==> config.mk <==
export PLATFORM = sky130hd
export DESIGN_NAME = wb_bus_mm
export DESIGN_NICKNAME = d
export VERILOG_FILES = /design/src/rtl/wb_bus_pkg.sv /design/src/rtl/wb_rr_arbiter.sv /design/src/rtl/wb_bus_mm.sv
export SDC_FILE = /design/constraint.sdc
export NUM_CORES = 1
export LEC_CHECK = 0
export ABC_AREA = 1
export BUFFER_PORTS_ARGS = -buffer_cell sky130_fd_sc_hd__buf_4
export CORE_AREA = 2 2 132 134
export DETAILED_ROUTE_END_ITERATION = 8
export DIE_AREA = 0 0 134 136
export PLACE_DENSITY = 0.67
export SLEW_MARGIN = 20
export SYNTH_ARGS = -nofsm -noshare
export SYNTH_HDL_FRONTEND = slang
export SYNTH_SLANG_ARGS = --single-unit
==> constraint.sdc <==
create_clock -name clk_i -period 2.35 [get_ports clk_i]
set_input_delay 0.47 -clock clk_i [delete_from_list [all_inputs] [get_ports clk_i]]
set_output_delay 0.47 -clock clk_i [all_outputs]
set_load 0.01 [all_outputs]
==> src/rtl/wb_bus_pkg.sv <==
// Shared types for the multi-master Wishbone interconnect.
package wb_bus_pkg;

  typedef enum logic [1:0] {
    ST_IDLE   = 2'd0,
    ST_ACTIVE = 2'd1,
    ST_MISS   = 2'd2
  } bus_state_e;

  // Low bit of slot idx inside a packed vector of width-sized slots.
  function automatic int unsigned slot_lo(input int unsigned idx, input int unsigned width);
    return idx * width;
  endfunction

endpackage

==> src/rtl/wb_rr_arbiter.sv <==
// Round-robin arbiter: first requester scanning upward from (ptr_i + 1) mod NUM_REQ.
module wb_rr_arbiter
  import wb_bus_pkg::*;
#(
  parameter int unsigned NUM_REQ = 2,
  parameter int unsigned IDX_W   = 1
) (
  input  logic [NUM_REQ-1:0] req_i,
  input  logic [IDX_W-1:0]   ptr_i,
  output logic [NUM_REQ-1:0] gnt_o,
  output logic [IDX_W-1:0]   gnt_idx_o
);

  int unsigned cand;
  logic        found;

  always_comb begin
    gnt_o     = '0;
    gnt_idx_o = '0;
    found     = 1'b0;
    cand      = 0;
    for (int unsigned k = 1; k <= NUM_REQ; k++) begin
      cand = (32'(ptr_i) + k) % NUM_REQ;
      if (!found && req_i[cand]) begin
        found       = 1'b1;
        gnt_o[cand] = 1'b1;
        gnt_idx_o   = IDX_W'(cand);
      end
    end
  end

endmodule

==> src/rtl/wb_bus_mm.sv <==
// Multi-master Wishbone interconnect: round-robin grant, mask/value slave decode,
// error response for unmapped addresses and a per-transaction watchdog.
module wb_bus_mm
  import wb_bus_pkg::*;
#(
  parameter int unsigned             WB_DATA_WIDTH  = 8,
  parameter int unsigned             WB_ADDR_WIDTH  = 16,
  parameter int unsigned             WB_NUM_MASTERS = 2,
  parameter int unsigned             WB_NUM_SLAVES  = 4,
  parameter int unsigned             TIMEOUT_BITS   = 6,
  parameter logic [WB_DATA_WIDTH-1:0] DEFAULT_DATA  = 8'hFF
) (
  input  logic                                    clk_i,
  input  logic                                    rst_ni,
  input  logic [WB_NUM_MASTERS-1:0]               mstr_stb_i,
  input  logic [WB_NUM_MASTERS-1:0]               mstr_we_i,
  input  logic [WB_NUM_MASTERS*WB_ADDR_WIDTH-1:0] mstr_adr_i,
  input  logic [WB_NUM_MASTERS*WB_DATA_WIDTH-1:0] mstr_dat_i,
  output logic [WB_NUM_MASTERS-1:0]               mstr_ack_o,
  output logic [WB_NUM_MASTERS-1:0]               mstr_err_o,
  output logic [WB_NUM_MASTERS*WB_DATA_WIDTH-1:0] mstr_dat_o,
  input  logic [WB_NUM_SLAVES*WB_ADDR_WIDTH-1:0]  bus_slv_addr_decode_value,
  input  logic [WB_NUM_SLAVES*WB_ADDR_WIDTH-1:0]  bus_slv_addr_decode_mask,
  output logic [WB_NUM_SLAVES-1:0]                slv_stb_o,
  output logic [WB_NUM_SLAVES-1:0]                slv_we_o,
  output logic [WB_NUM_SLAVES*WB_ADDR_WIDTH-1:0]  slv_adr_o,
  output logic [WB_NUM_SLAVES*WB_DATA_WIDTH-1:0]  slv_dat_o,
  input  logic [WB_NUM_SLAVES-1:0]                slv_ack_i,
  input  logic [WB_NUM_SLAVES*WB_DATA_WIDTH-1:0]  slv_dat_i,
  output logic                                    busy_o
);

  localparam int unsigned AW = WB_ADDR_WIDTH;
  localparam int unsigned DW = WB_DATA_WIDTH;
  localparam int unsigned IW = (WB_NUM_MASTERS > 1) ? $clog2(WB_NUM_MASTERS) : 1;
  localparam int unsigned SW = (WB_NUM_SLAVES > 1) ? $clog2(WB_NUM_SLAVES) : 1;
  localparam logic [TIMEOUT_BITS-1:0] CNT_MAX = '1;

  bus_state_e              state_q, state_d;
  logic [IW-1:0]           ptr_q, ptr_d;
  logic [IW-1:0]           gidx_q, gidx_d;
  logic [SW-1:0]           sel_q, sel_d;
  logic [TIMEOUT_BITS-1:0] cnt_q, cnt_d;

  logic [WB_NUM_MASTERS-1:0] arb_gnt;
  logic [IW-1:0]             arb_idx;
  logic [AW-1:0]             req_adr;
  logic                      dec_hit;
  logic [SW-1:0]             dec_sel;

  wb_rr_arbiter #(
    .NUM_REQ (WB_NUM_MASTERS),
    .IDX_W   (IW)
  ) u_arb (
    .req_i     (mstr_stb_i),
    .ptr_i     (ptr_q),
    .gnt_o     (arb_gnt),
    .gnt_idx_o (arb_idx)
  );

  // Descending scan so the lowest matching slot wins on overlapping windows.
  always_comb begin
    dec_hit = 1'b0;
    dec_sel = '0;
    req_adr = mstr_adr_i[slot_lo(32'(arb_idx), AW) +: AW];
    for (int i = WB_NUM_SLAVES - 1; i >= 0; i--) begin
      if ((req_adr & bus_slv_addr_decode_mask[i*AW +: AW]) == bus_slv_addr_decode_value[i*AW +: AW]) begin
        dec_hit = 1'b1;
        dec_sel = SW'(i);
      end
    end
  end

  always_ff @(posedge clk_i or negedge rst_ni) begin
    if (!rst_ni) begin
      state_q <= ST_IDLE;
      ptr_q   <= IW'(WB_NUM_MASTERS - 1);
      gidx_q  <= '0;
      sel_q   <= '0;
      cnt_q   <= '0;
    end else begin
      state_q <= state_d;
      ptr_q   <= ptr_d;
      gidx_q  <= gidx_d;
      sel_q   <= sel_d;
      cnt_q   <= cnt_d;
    end
  end

  always_comb begin
    state_d = state_q;
    ptr_d   = ptr_q;
    gidx_d  = gidx_q;
    sel_d   = sel_q;
    cnt_d   = cnt_q;
    case (state_q)
      ST_IDLE: begin
        if (|arb_gnt) begin
          gidx_d  = arb_idx;
          ptr_d   = arb_idx;
          sel_d   = dec_sel;
          cnt_d   = '0;
          state_d = dec_hit ? ST_ACTIVE : ST_MISS;
        end
      end
      ST_ACTIVE: begin
        if (!mstr_stb_i[gidx_q] || (cnt_q == CNT_MAX) || slv_ack_i[sel_q]) begin
          state_d = ST_IDLE;
        end else begin
          cnt_d = cnt_q + TIMEOUT_BITS'(1);
        end
      end
      ST_MISS: state_d = ST_IDLE;
      default: state_d = ST_IDLE;
    endcase
  end

  // Strobe is withdrawn in the watchdog cycle, so an ack seen then is stale.
  always_comb begin
    mstr_ack_o = '0;
    mstr_err_o = '0;
    mstr_dat_o = '0;
    slv_stb_o  = '0;
    slv_we_o   = '0;
    slv_adr_o  = '0;
    slv_dat_o  = '0;
    case (state_q)
      ST_ACTIVE: begin
        slv_we_o[sel_q] = mstr_we_i[gidx_q];
        slv_adr_o[slot_lo(32'(sel_q), AW) +: AW] = mstr_adr_i[slot_lo(32'(gidx_q), AW) +: AW];
        slv_dat_o[slot_lo(32'(sel_q), DW) +: DW] = mstr_dat_i[slot_lo(32'(gidx_q), DW) +: DW];
        if (mstr_stb_i[gidx_q]) begin
          if (cnt_q == CNT_MAX) begin
            mstr_ack_o[gidx_q] = 1'b1;
            mstr_err_o[gidx_q] = 1'b1;
            mstr_dat_o[slot_lo(32'(gidx_q), DW) +: DW] = DEFAULT_DATA;
          end else begin
            slv_stb_o[sel_q] = 1'b1;
            if (slv_ack_i[sel_q]) begin
              mstr_ack_o[gidx_q] = 1'b1;
              mstr_dat_o[slot_lo(32'(gidx_q), DW) +: DW] = slv_dat_i[slot_lo(32'(sel_q), DW) +: DW];
            end
          end
        end
      end
      ST_MISS: begin
        mstr_ack_o[gidx_q] = 1'b1;
        mstr_err_o[gidx_q] = 1'b1;
        mstr_dat_o[slot_lo(32'(gidx_q), DW) +: DW] = DEFAULT_DATA;
      end
      default: ;
    endcase
  end

  assign busy_o = (state_q != ST_IDLE);

endmodule
==> results of run 1 <==
critical path, cell delays in order (launching register included):
cell     delay [ns]
dfrtp_1        0.43
inv_1          0.11
ha_1           0.30
inv_2          0.06
nor2_2         0.15
inv_2          0.06
nor3_4         0.20
inv_2          0.10
o21ai_2        0.11
buf_4          0.13
buf_6          0.09
power groups by stage:
| stage | sequential [mW] | combinational (mW) | clock (mW) |
|---|---|---|---|
| detailed placement | 0.248 | 1.63 | 0 |
| global placement | 0.247 | 1.61 | 0 |
| CTS | 0.246 | 1.68 | 0.357 |
| floorplan | 0.244 | 0.879 | 0 |
| finish | 0.248 | 1.75 | 0.358 |
| global route | 0.251 | 1.93 | 0.368 |
synth_stat cells, drive strengths merged:
master and instances:
and3 1, and2 1, inv 139, o21ai 32, clkbuf 17, o31ai 3, nand2 290, xor2 2
nor3 29, mux2i 9, clkinv 1, a211oi 1, buf 14, nand4 77, dfstp 1, ha 12
a21oi 19, or2 1, nor2 153, xnor2 1, nor4 1, a22o 1, nand3 97, dfrtp 11
a32o 9
final timing paths:
check | from | slack, ns | to
worst max-delay path | state_q[0]$_DFFE_PN0P_ | -0.12 | mstr_dat_o[0]
min in group clk_i | ptr_q$_DFFE_PN1P_ | 0.48 | ptr_q$_DFFE_PN1P_
worst min register to register | ptr_q$_DFFE_PN1P_ | 0.48 | ptr_q$_DFFE_PN1P_
worst min-delay path | rst_ni | 0.06 | cnt_q[5]$_DFFE_PN0P_
worst max register to register | ptr_q$_DFFE_PN1P_ | 0.18 | state_q[1]$_DFFE_PN0P_
max in group asynchronous | rst_ni | 2.06 | ptr_q$_DFFE_PN1P_
cells in the final DEF (no fill, tap or decap), types with 10 or more instances in the layout:
cell type    n
nand3_1     86
nand2_1    274
o21ai_0     12
a21oi_1     10
o21ai_1     12
buf_12      12
nor2_1     119
nor2_4      27
buf_6       30
nand4_1     77
nand2_4     12
buf_4      360
nor3_2      24
inv_1      128
per-layer routing:
metal  vias up  global-route usage (%)  share of wire (%)
met5         -                       0                  0
met4         0                    4.55                1.6
met3        23                    5.56                7.7
met2       274                    46.9                 51
met1      3396                    28.6                 39
li1       3754                       -                  -
flip-flops by register name (all words and copies together) (netlist names):
| register | cells |
|---|---|
| state_q | 2 |
| ptr_q | 1 |
| sel_q | 2 |
| gidx_q | 1 |
| cnt_q | 6 |
cell type report:
class                           instances  area, sq um  area share, %
Clock buffer                            4         88.8           1.01
Multi-Input combinational cell        739         4150           47.3
Inverter                              140          541           6.16
Tap cell                              225          282           3.21
Timing Repair Buffer                  407         3400           38.8
Sequential cell                        12          304           3.47
cells by family after synthesis:
group                    after synthesis  synth area share (%)
flip-flops                            12                  6.48
adder cells (fa/ha/maj)               12                  3.22
multiplexers                           9                  1.94
XOR/XNOR                               3                 0.564
buffers and inverters                171                  14.9
AND/OR/NAND/NOR                      650                  64.4
AO/OA/AOI/OAI                         65                  8.44
metrics by stage:
stage	setup WS, ns	area [sq um]
2_1_floorplan	0.00722	4950
4_1_cts	-0.145	8280
6_report	-0.119	8770
3_5_place_dp	0.0253	8010
5_1_grt	-0.228	8770
3_3_place_gp	0.0218	8010
timing repair:
item	CTS	global route
gates resized for setup	40	94
hold endpoints to repair	0	0
pin swaps	9	24
endpoints found under the setup margin	114	116
gates cloned	1	4
setup buffers	6	12
==> impl_metrics.env, run 1 <==
export IMPL_fillCellCount=1735
export IMPL_dpl_hpwl_mm=20.3
export IMPL_fp_dieArea_sq_mm=0.0182
export IMPL_start_util_pct=27.6
export IMPL_swShare_pct=47.6
export IMPL_antenna_found_initial=0
export IMPL_routedWlPerCell_microns=16.1
export IMPL_arrival_ns=2.00
export IMPL_root_buffer="clkbuf_16"
export IMPL_syn_inst=922
export IMPL_die_w_microns=134
export IMPL_netlist_area_leader_share_pct=22.3
export IMPL_crit_required_ns=1.88
export IMPL_setup_tns_final_ns=-1.30
export IMPL_synth_cell_types=38
export IMPL_drc_errors=0
export IMPL_skew_ns=0.00338
export IMPL_final_nets=1533
export IMPL_slew_headroom_pct=61.3
export IMPL_netlist_top_cells_area="nand2_1 (22%), nor2_1 (12%), inv_1 (11%), nand4_1 (10%), nand3_1 (9.5%)"
export IMPL_report_power_total_mw=2.36
export IMPL_critPathLaunchType="register"
export IMPL_max_freq_ghz=0.405
export IMPL_vias=7447
export IMPL_seq_area_frac_synth_pct=6.48
export IMPL_grt_max_degree=29
export IMPL_netlist_area_sq_mm=0.00466
export IMPL_fin_util_pct=52.0
export IMPL_setup_viol=27
export IMPL_clock_sinks=12
export IMPL_grt_overflow=0
export IMPL_p_leak_nw=4.72
export IMPL_drive_gt1_share_pct=41.2
export IMPL_gp_congestion=0.914
export IMPL_area_growth_syn_to_layout_pct=88.4
export IMPL_violations="setup timing"
export IMPL_routed_wl_mm=24.6
export IMPL_tightest_slew_ns=0.574
export IMPL_clockBufferDepth=2
export IMPL_p_int_mw=1.24
export IMPL_chipHeight_microns=136
export IMPL_fin_crit_sh_pct=105
export IMPL_place_inst=1502
export IMPL_holdBufCountCts=0
export IMPL_rsz0062_at_grt="yes"
export IMPL_synth_area_per_cell_sq_um=5.05
export IMPL_antenna_diode_count=0
export IMPL_core_rowCount=48
export IMPL_power_share_clock_pct=15.2
export IMPL_fin_cells=1527
export IMPL_maxSlewViolCount=0
export IMPL_powerDensity_mw_per_mm2=269
export IMPL_power_frac_comb_pct=74.3
export IMPL_ys_ff_latch=12
export IMPL_core_area_sq_mm=0.0169
export IMPL_cts_tree="done"
export IMPL_synth_top_area_cell="nand2_1"
export IMPL_fin_crit_ns=2.47
export IMPL_htree_levels=1
export IMPL_r2r_cells=14
export IMPL_dr_pass1_iters=7
export IMPL_cts_buffers=3
export IMPL_clk_pin_slew_worst_paths_ns=0.05
export IMPL_hold_viol_final=0
export IMPL_viasPerCell=4.88
export IMPL_worst_setup_path_end_kind="primary output"
export IMPL_switching_power_mw=1.12
export IMPL_drtIter0Drc=401
export IMPL_synth_warnings=0
export IMPL_status="finished with violations"
export IMPL_p_seq_share_pct=10.5
export IMPL_critPathMaxFanout=6
export IMPL_port_buffers=342
export IMPL_peakVddDrop_mv=0.237
export IMPL_grt_pass1_vias=6843
export IMPL_grt_pass1_wl_mm=35.9
export IMPL_synth_nets=1152
export IMPL_hold_class="input port to asynchronous set/reset pin"
export IMPL_hold_worst_slack_ns=0.0590
export IMPL_ant_nets=0
export IMPL_drv_cap=0
export IMPL_clock_latency_ns=0.24
export IMPL_ios=343
export IMPL_timing_final_ws_setup_ns=-0.119
export IMPL_track_usage_pct=24.8
export IMPL_critPathKind="register to primary output"
No activity file was read; power rests on OpenSTA's default activity.
==> run 2, diff against run 1 <==
--- a/config.mk
+++ b/config.mk
@@ -11,6 +11,7 @@
 export DETAILED_ROUTE_END_ITERATION = 8
 export DIE_AREA = 0 0 134 136
 export PLACE_DENSITY = 0.67
+export REMOVE_ABC_BUFFERS = 1
 export SLEW_MARGIN = 20
 export SYNTH_ARGS = -nofsm -noshare
 export SYNTH_HDL_FRONTEND = slang
==> impl_metrics.env, run 2 (synthesis gave the netlist of run 1 again) <==
export IMPL_status="finished with violations"
export IMPL_violations="setup timing"
export IMPL_cts_buffers=3
export IMPL_fin_cells=1525
export IMPL_vias=7562
export IMPL_setup_viol=27
export IMPL_chipHeight_microns=136
export IMPL_max_freq_ghz=0.409
export IMPL_power_frac_comb_pct=75.1
export IMPL_fin_crit_ns=2.45
export IMPL_p_leak_nw=4.66
export IMPL_r2r_end="state_q[0]$_DFFE_PN0P_"
export IMPL_top_regs="cnt_q x6, sel_q x2, state_q x2"
export IMPL_crit_required_ns=1.88
export IMPL_critPathLaunchType="register"
export IMPL_skew_ns=0.00894
export IMPL_clk_pin_slew_worst_paths_ns=0.05
export IMPL_critPathBufInv=3
export IMPL_grt_max_degree=48
export IMPL_ant_nets=0
export IMPL_critPathKind="register to primary output"
export IMPL_worst_setup_path_end_kind="primary output"
export IMPL_drtIter0Drc=506
export IMPL_powerDensity_mw_per_mm2=266
export IMPL_cts_tree="done"
export IMPL_track_usage_pct=25.6
export IMPL_layout_commonest_cell="buf_4"
export IMPL_cp_top_family="simple AND/OR/NAND/NOR gates"
export IMPL_final_cell_mix="buf_4 (384), nand2_1 (272), inv_1 (129)"
export IMPL_drive_gt1_share_pct=41.1
export IMPL_place_ws_ns=-0.0588
export IMPL_switching_power_mw=1.12
export IMPL_core_rowCount=48
export IMPL_power_share_clock_pct=14.1
export IMPL_gp_congestion=0.903
export IMPL_drv_cap=0
export IMPL_p_int_mw=1.15
export IMPL_dr_pass1_iters=5
export IMPL_regMostFlops="cnt_q"
export IMPL_swShare_pct=49.2
export IMPL_die_w_microns=134
export IMPL_multiInputGateArea_sq_mm=0.00408
export IMPL_place_inst=1501
export IMPL_fillCellCount=1771
export IMPL_critPathMaxFanout=4
export IMPL_htree_levels=1
export IMPL_rrSetupSlack_ns=0.20
export IMPL_start_util_pct=27.6
export IMPL_viasPerCell=4.96
export IMPL_root_buffer="clkbuf_16"
export IMPL_antenna_diode_count=0
export IMPL_dpl_hpwl_mm=21.0
export IMPL_routed_wl_mm=25.8
export IMPL_peakVddDrop_mv=0.227
export IMPL_met2_usage_pct=47.1
export IMPL_clock_latency_ns=0.24
export IMPL_rsz0062_at_grt="yes"
export IMPL_fin_crit_sh_pct=104
export IMPL_clock_sinks=12
export IMPL_grt_pass1_wl_mm=36.6
export IMPL_arrival_ns=1.98
export IMPL_timing_rr_start="ptr_q$_DFFE_PN1P_"
export IMPL_ios=343
export IMPL_largest_reg_flops=6
export IMPL_clockBufferDepth=2
export IMPL_slowest_stage="dfrtp_1"
export IMPL_seq_area_sq_um=305
export IMPL_area_growth_syn_to_layout_pct=83.3
export IMPL_top_usage_layer="met2"
export IMPL_slew_headroom_pct=60.0
export IMPL_routedWlPerCell_microns=16.9
export IMPL_antenna_found_initial=0
export IMPL_drc_errors=0
export IMPL_grt_use_met1_pct=29.8
export IMPL_path_cells="inv_2 > ha_4 > inv_4 > a21oi_2 > o21ai_2 > nor4_2 > nor2_1 > nor2_2 > nor2_2 > a21oi_2 > buf_4"
export IMPL_p_seq_share_pct=10.8
export IMPL_globalRouteMet3Util_pct=6.08
export IMPL_placed_cell_area_sq_mm=0.00770
export IMPL_fp_dieArea_sq_mm=0.0182
export IMPL_r2r_cells=16
export IMPL_core_area_sq_mm=0.0169
export IMPL_grt_pass1_vias=6851
export IMPL_max_stage_delay_ns=0.39
export IMPL_port_buffers=342
export IMPL_hold_class="input port to asynchronous set/reset pin"
export IMPL_holdBufCountCts=0
export IMPL_maxSlewViolCount=0
export IMPL_hold_viol_final=0
export IMPL_timing_final_ws_setup_ns=-0.0967
export IMPL_stdcell_area_sq_mm=0.00854
export IMPL_fin_util_pct=50.6
export IMPL_tightest_slew_ns=0.594
export IMPL_grt_overflow=0
export IMPL_final_nets=1531
run 2: worst max-delay path by stage:
stage | startpoint | endpoint | cells past startpoint
after floorplan | sel_q[0]$_DFFE_PN0P_ | slv_adr_o[0] | 4
after global placement | sel_q[0]$_DFFE_PN0P_ | slv_adr_o[7] | 6
after detailed placement | sel_q[0]$_DFFE_PN0P_ | slv_adr_o[7] | 6
after CTS | cnt_q[1]$_DFFE_PN0P_ | mstr_dat_o[8] | 10
after global routing | state_q[1]$_DFFE_PN0P_ | mstr_dat_o[6] | 11
final | state_q[1]$_DFFE_PN0P_ | mstr_dat_o[6] | 11
run 2: what timing repair did:
| item | CTS | global route |
|---|---|---|
| gates cloned | 0 | 4 |
| pin swaps | 14 | 11 |
| buffers inserted | 9 | 10 |
| endpoints found under the setup margin | 113 | 102 |
| resized for setup | 54 | 95 |
run 2: area by class of cell:
class	count	area share (%)
repair buffers	405	38.1
flip-flops and latches	12	3.58
clock buffers	4	0.923
multi-input cells	739	47.8
well taps	225	3.30
inverters	140	6.32
run 2: power by group through the flow:
| stage | Sequential [mW] | Clock [mW] | Combinational (mW) |
|---|---|---|---|
| 5_1_grt | 0.247 | 0.331 | 1.86 |
| 6_report | 0.245 | 0.319 | 1.71 |
| 3_3_place_gp | 0.247 | 0 | 1.55 |
| 4_1_cts | 0.245 | 0.324 | 1.61 |
| 2_1_floorplan | 0.297 | 0 | 0.728 |
| 3_5_place_dp | 0.248 | 0 | 1.56 |
run 2: metal layers:
metal / wire length, microns / vias to the layer above
met3: 2220 / 28
met2: 12800 / 344
met4: 499 / 0
li1: - / 3752
met5: 0 / -
met1: 10200 / 3438
run 2: metrics by stage:
step	TNS, ns	hold slack, ns	power [mW]
after floorplan	-120.55	0.174	1.03
after global placement	-0.0615	0.321	1.80
after detailed placement	-0.0720	0.326	1.81
after CTS	-1.12	0.0668	2.18
after global routing	-4.55	0.0709	2.44
final	-1.20	0.0628	2.27
==> run 3, diff against run 2 <==
--- a/config.mk
+++ b/config.mk
@@ -11,6 +11,7 @@
 export DETAILED_ROUTE_END_ITERATION = 8
 export DIE_AREA = 0 0 134 136
 export PLACE_DENSITY = 0.67
+export RECOVER_POWER = 25
 export REMOVE_ABC_BUFFERS = 1
 export SLEW_MARGIN = 20
 export SYNTH_ARGS = -nofsm -noshare
==> impl_metrics.env, run 3 (synthesis gave the netlist of run 1 again) <==
export IMPL_status="finished with violations"
export IMPL_violations="setup timing"
export IMPL_track_usage_pct=25.6
export IMPL_place_inst=1501
export IMPL_arrival_ns=1.98
export IMPL_drc_errors=0
export IMPL_antenna_found_initial=0
export IMPL_peakVddDrop_mv=0.227
export IMPL_maxSlewViolCount=0
export IMPL_top_regs="cnt_q x6, sel_q x2, state_q x2"
export IMPL_crit_required_ns=1.88
export IMPL_fp_dieArea_sq_mm=0.0182
export IMPL_clock_sinks=12
export IMPL_rsz0062_at_grt="yes"
export IMPL_htree_levels=1
export IMPL_startpoint="state_q[1]$_DFFE_PN0P_"
export IMPL_p_leak_nw=4.65
export IMPL_max_freq_ghz=0.409
export IMPL_regMostFlops="cnt_q"
export IMPL_report_power_total_mw=2.27
export IMPL_clk_pin_slew_worst_paths_ns=0.05
export IMPL_ant_nets=0
export IMPL_critPathKind="register to primary output"
export IMPL_drv_cap=0
export IMPL_cts_tree="done"
export IMPL_critPathLaunchType="register"
export IMPL_die_w_microns=134
export IMPL_routedWlPerCell_microns=16.9
export IMPL_placed_cell_area_sq_mm=0.00770
export IMPL_core_rowCount=48
export IMPL_hold_class="input port to asynchronous set/reset pin"
export IMPL_grt_overflow=0
export IMPL_r2r_cells=16
export IMPL_largest_reg_flops=6
export IMPL_grt_max_degree=48
export IMPL_final_nets=1531
export IMPL_hold_worst_slack_ns=0.257
export IMPL_powerDensity_mw_per_mm2=266
export IMPL_timing_rr_start="ptr_q$_DFFE_PN1P_"
export IMPL_grt_pass1_vias=6851
export IMPL_setup_viol=27
export IMPL_multiInputGateArea_sq_mm=0.00408
export IMPL_area_growth_syn_to_layout_pct=83.3
export IMPL_fin_crit_ns=2.45
export IMPL_seq_area_sq_um=305
export IMPL_final_cell_mix="buf_4 (383), nand2_1 (272), inv_1 (129)"
export IMPL_fin_util_pct=50.6
export IMPL_holdBufCountCts=0
export IMPL_grt_pass1_wl_mm=36.6
export IMPL_stdcell_area_sq_mm=0.00853
export IMPL_dpl_hpwl_mm=21.0
export IMPL_start_util_pct=27.6
export IMPL_worst_setup_path_end_kind="primary output"
export IMPL_fin_crit_sh_pct=104
export IMPL_viasPerCell=4.96
export IMPL_rrSetupSlack_ns=0.20
export IMPL_gp_congestion=0.903
export IMPL_tightest_slew_ns=0.725
export IMPL_drive_gt1_share_pct=41.0
export IMPL_chipHeight_microns=136
export IMPL_r2r_end="state_q[0]$_DFFE_PN0P_"
export IMPL_ios=343
export IMPL_fin_cells=1525
export IMPL_port_buffers=342
export IMPL_clock_latency_ns=0.24
export IMPL_path_cells="inv_2 > ha_4 > inv_4 > a21oi_2 > o21ai_2 > nor4_2 > nor2_1 > nor2_2 > nor2_2 > a21oi_2 > buf_4"
export IMPL_drtIter0Drc=506
export IMPL_clockBufferDepth=2
export IMPL_slowest_stage="dfrtp_1"
export IMPL_fillCellCount=1773
export IMPL_dr_pass1_iters=5
export IMPL_slew_headroom_pct=51.7
export IMPL_routed_wl_mm=25.8
export IMPL_vias=7571
export IMPL_root_buffer="clkbuf_16"
export IMPL_skew_ns=0.00891
export IMPL_critPathMaxFanout=4
export IMPL_core_area_sq_mm=0.0169
export IMPL_antenna_diode_count=0
export IMPL_max_stage_delay_ns=0.39
export IMPL_cts_buffers=3
export IMPL_timing_final_ws_setup_ns=-0.0975
export IMPL_layout_commonest_cell="buf_4"
export IMPL_hold_viol_final=0
run 3: cell types whose count changed in the layout (fill, tap and decap cells not counted), sizes merged:
cell | before | now
buf | 401 | 400
clkbuf | 8 | 9
run 3: how the worst max path moves through the flow:
stage | endpoint | slack, ns | cells past startpoint
after detailed placement | slv_adr_o[7] | -0.06 | 6
final | mstr_dat_o[6] | -0.1 | 11
after global routing | mstr_dat_o[6] | -0.20 | 11
after floorplan | slv_adr_o[0] | -1.73 | 4
after CTS | mstr_dat_o[8] | -0.11 | 10
after global placement | slv_adr_o[7] | -0.03 | 6
run 3: repair_timing:
item                       CTS  global route
gates cloned                 0             4
pin swaps                   14            11
buffers inserted             9            10
gates resized for setup     54            95
setup endpoints to repair  113           102
run 3: area by class of cell:
class                      instances  share of cell area [%]
multi-input combinational        739                    47.9
timing repair buffer             405                    38.0
inverter                         140                    6.32
sequential                        12                    3.58
tap                              225                    3.30
clock buffer                       4                   0.924
run 3: metal layers:
metal | vias to the layer above | global-route usage, % | wire [microns]
li1 | 3754 | - | -
met5 | - | 0 | 0
met4 | 0 | 6.32 | 499
met3 | 28 | 6.08 | 2290
met2 | 354 | 47.1 | 12800
met1 | 3435 | 29.8 | 10100
run 3: power by group:
group / switching [mW] / leakage (nW) / total, mW / internal [mW]
logic: 1.01 / 4.46 / 1.70 / 0.694
registers: 0.0148 / 0.156 / 0.245 / 0.230
clock network: 0.0913 / 0.0382 / 0.320 / 0.229
run 3: stage by stage:
stage                     TNS (ns)  setup WS [ns]
after floorplan            -120.55          -1.73
after global placement     -0.0615        -0.0324
after detailed placement   -0.0720        -0.0588
after CTS                    -1.12         -0.109
after global routing         -4.55         -0.203
final                        -1.21        -0.0975
run 3: critical path: cells and delay by family, from the launching register on:
kind	cells	cell delay, ns
AO/OA/AOI/OAI	3	0.32
buffers and inverters	3	0.26
AND/OR/NAND/NOR	4	0.61
adder cells (fa/ha/maj)	1	0.15
flip-flops	1	0.39
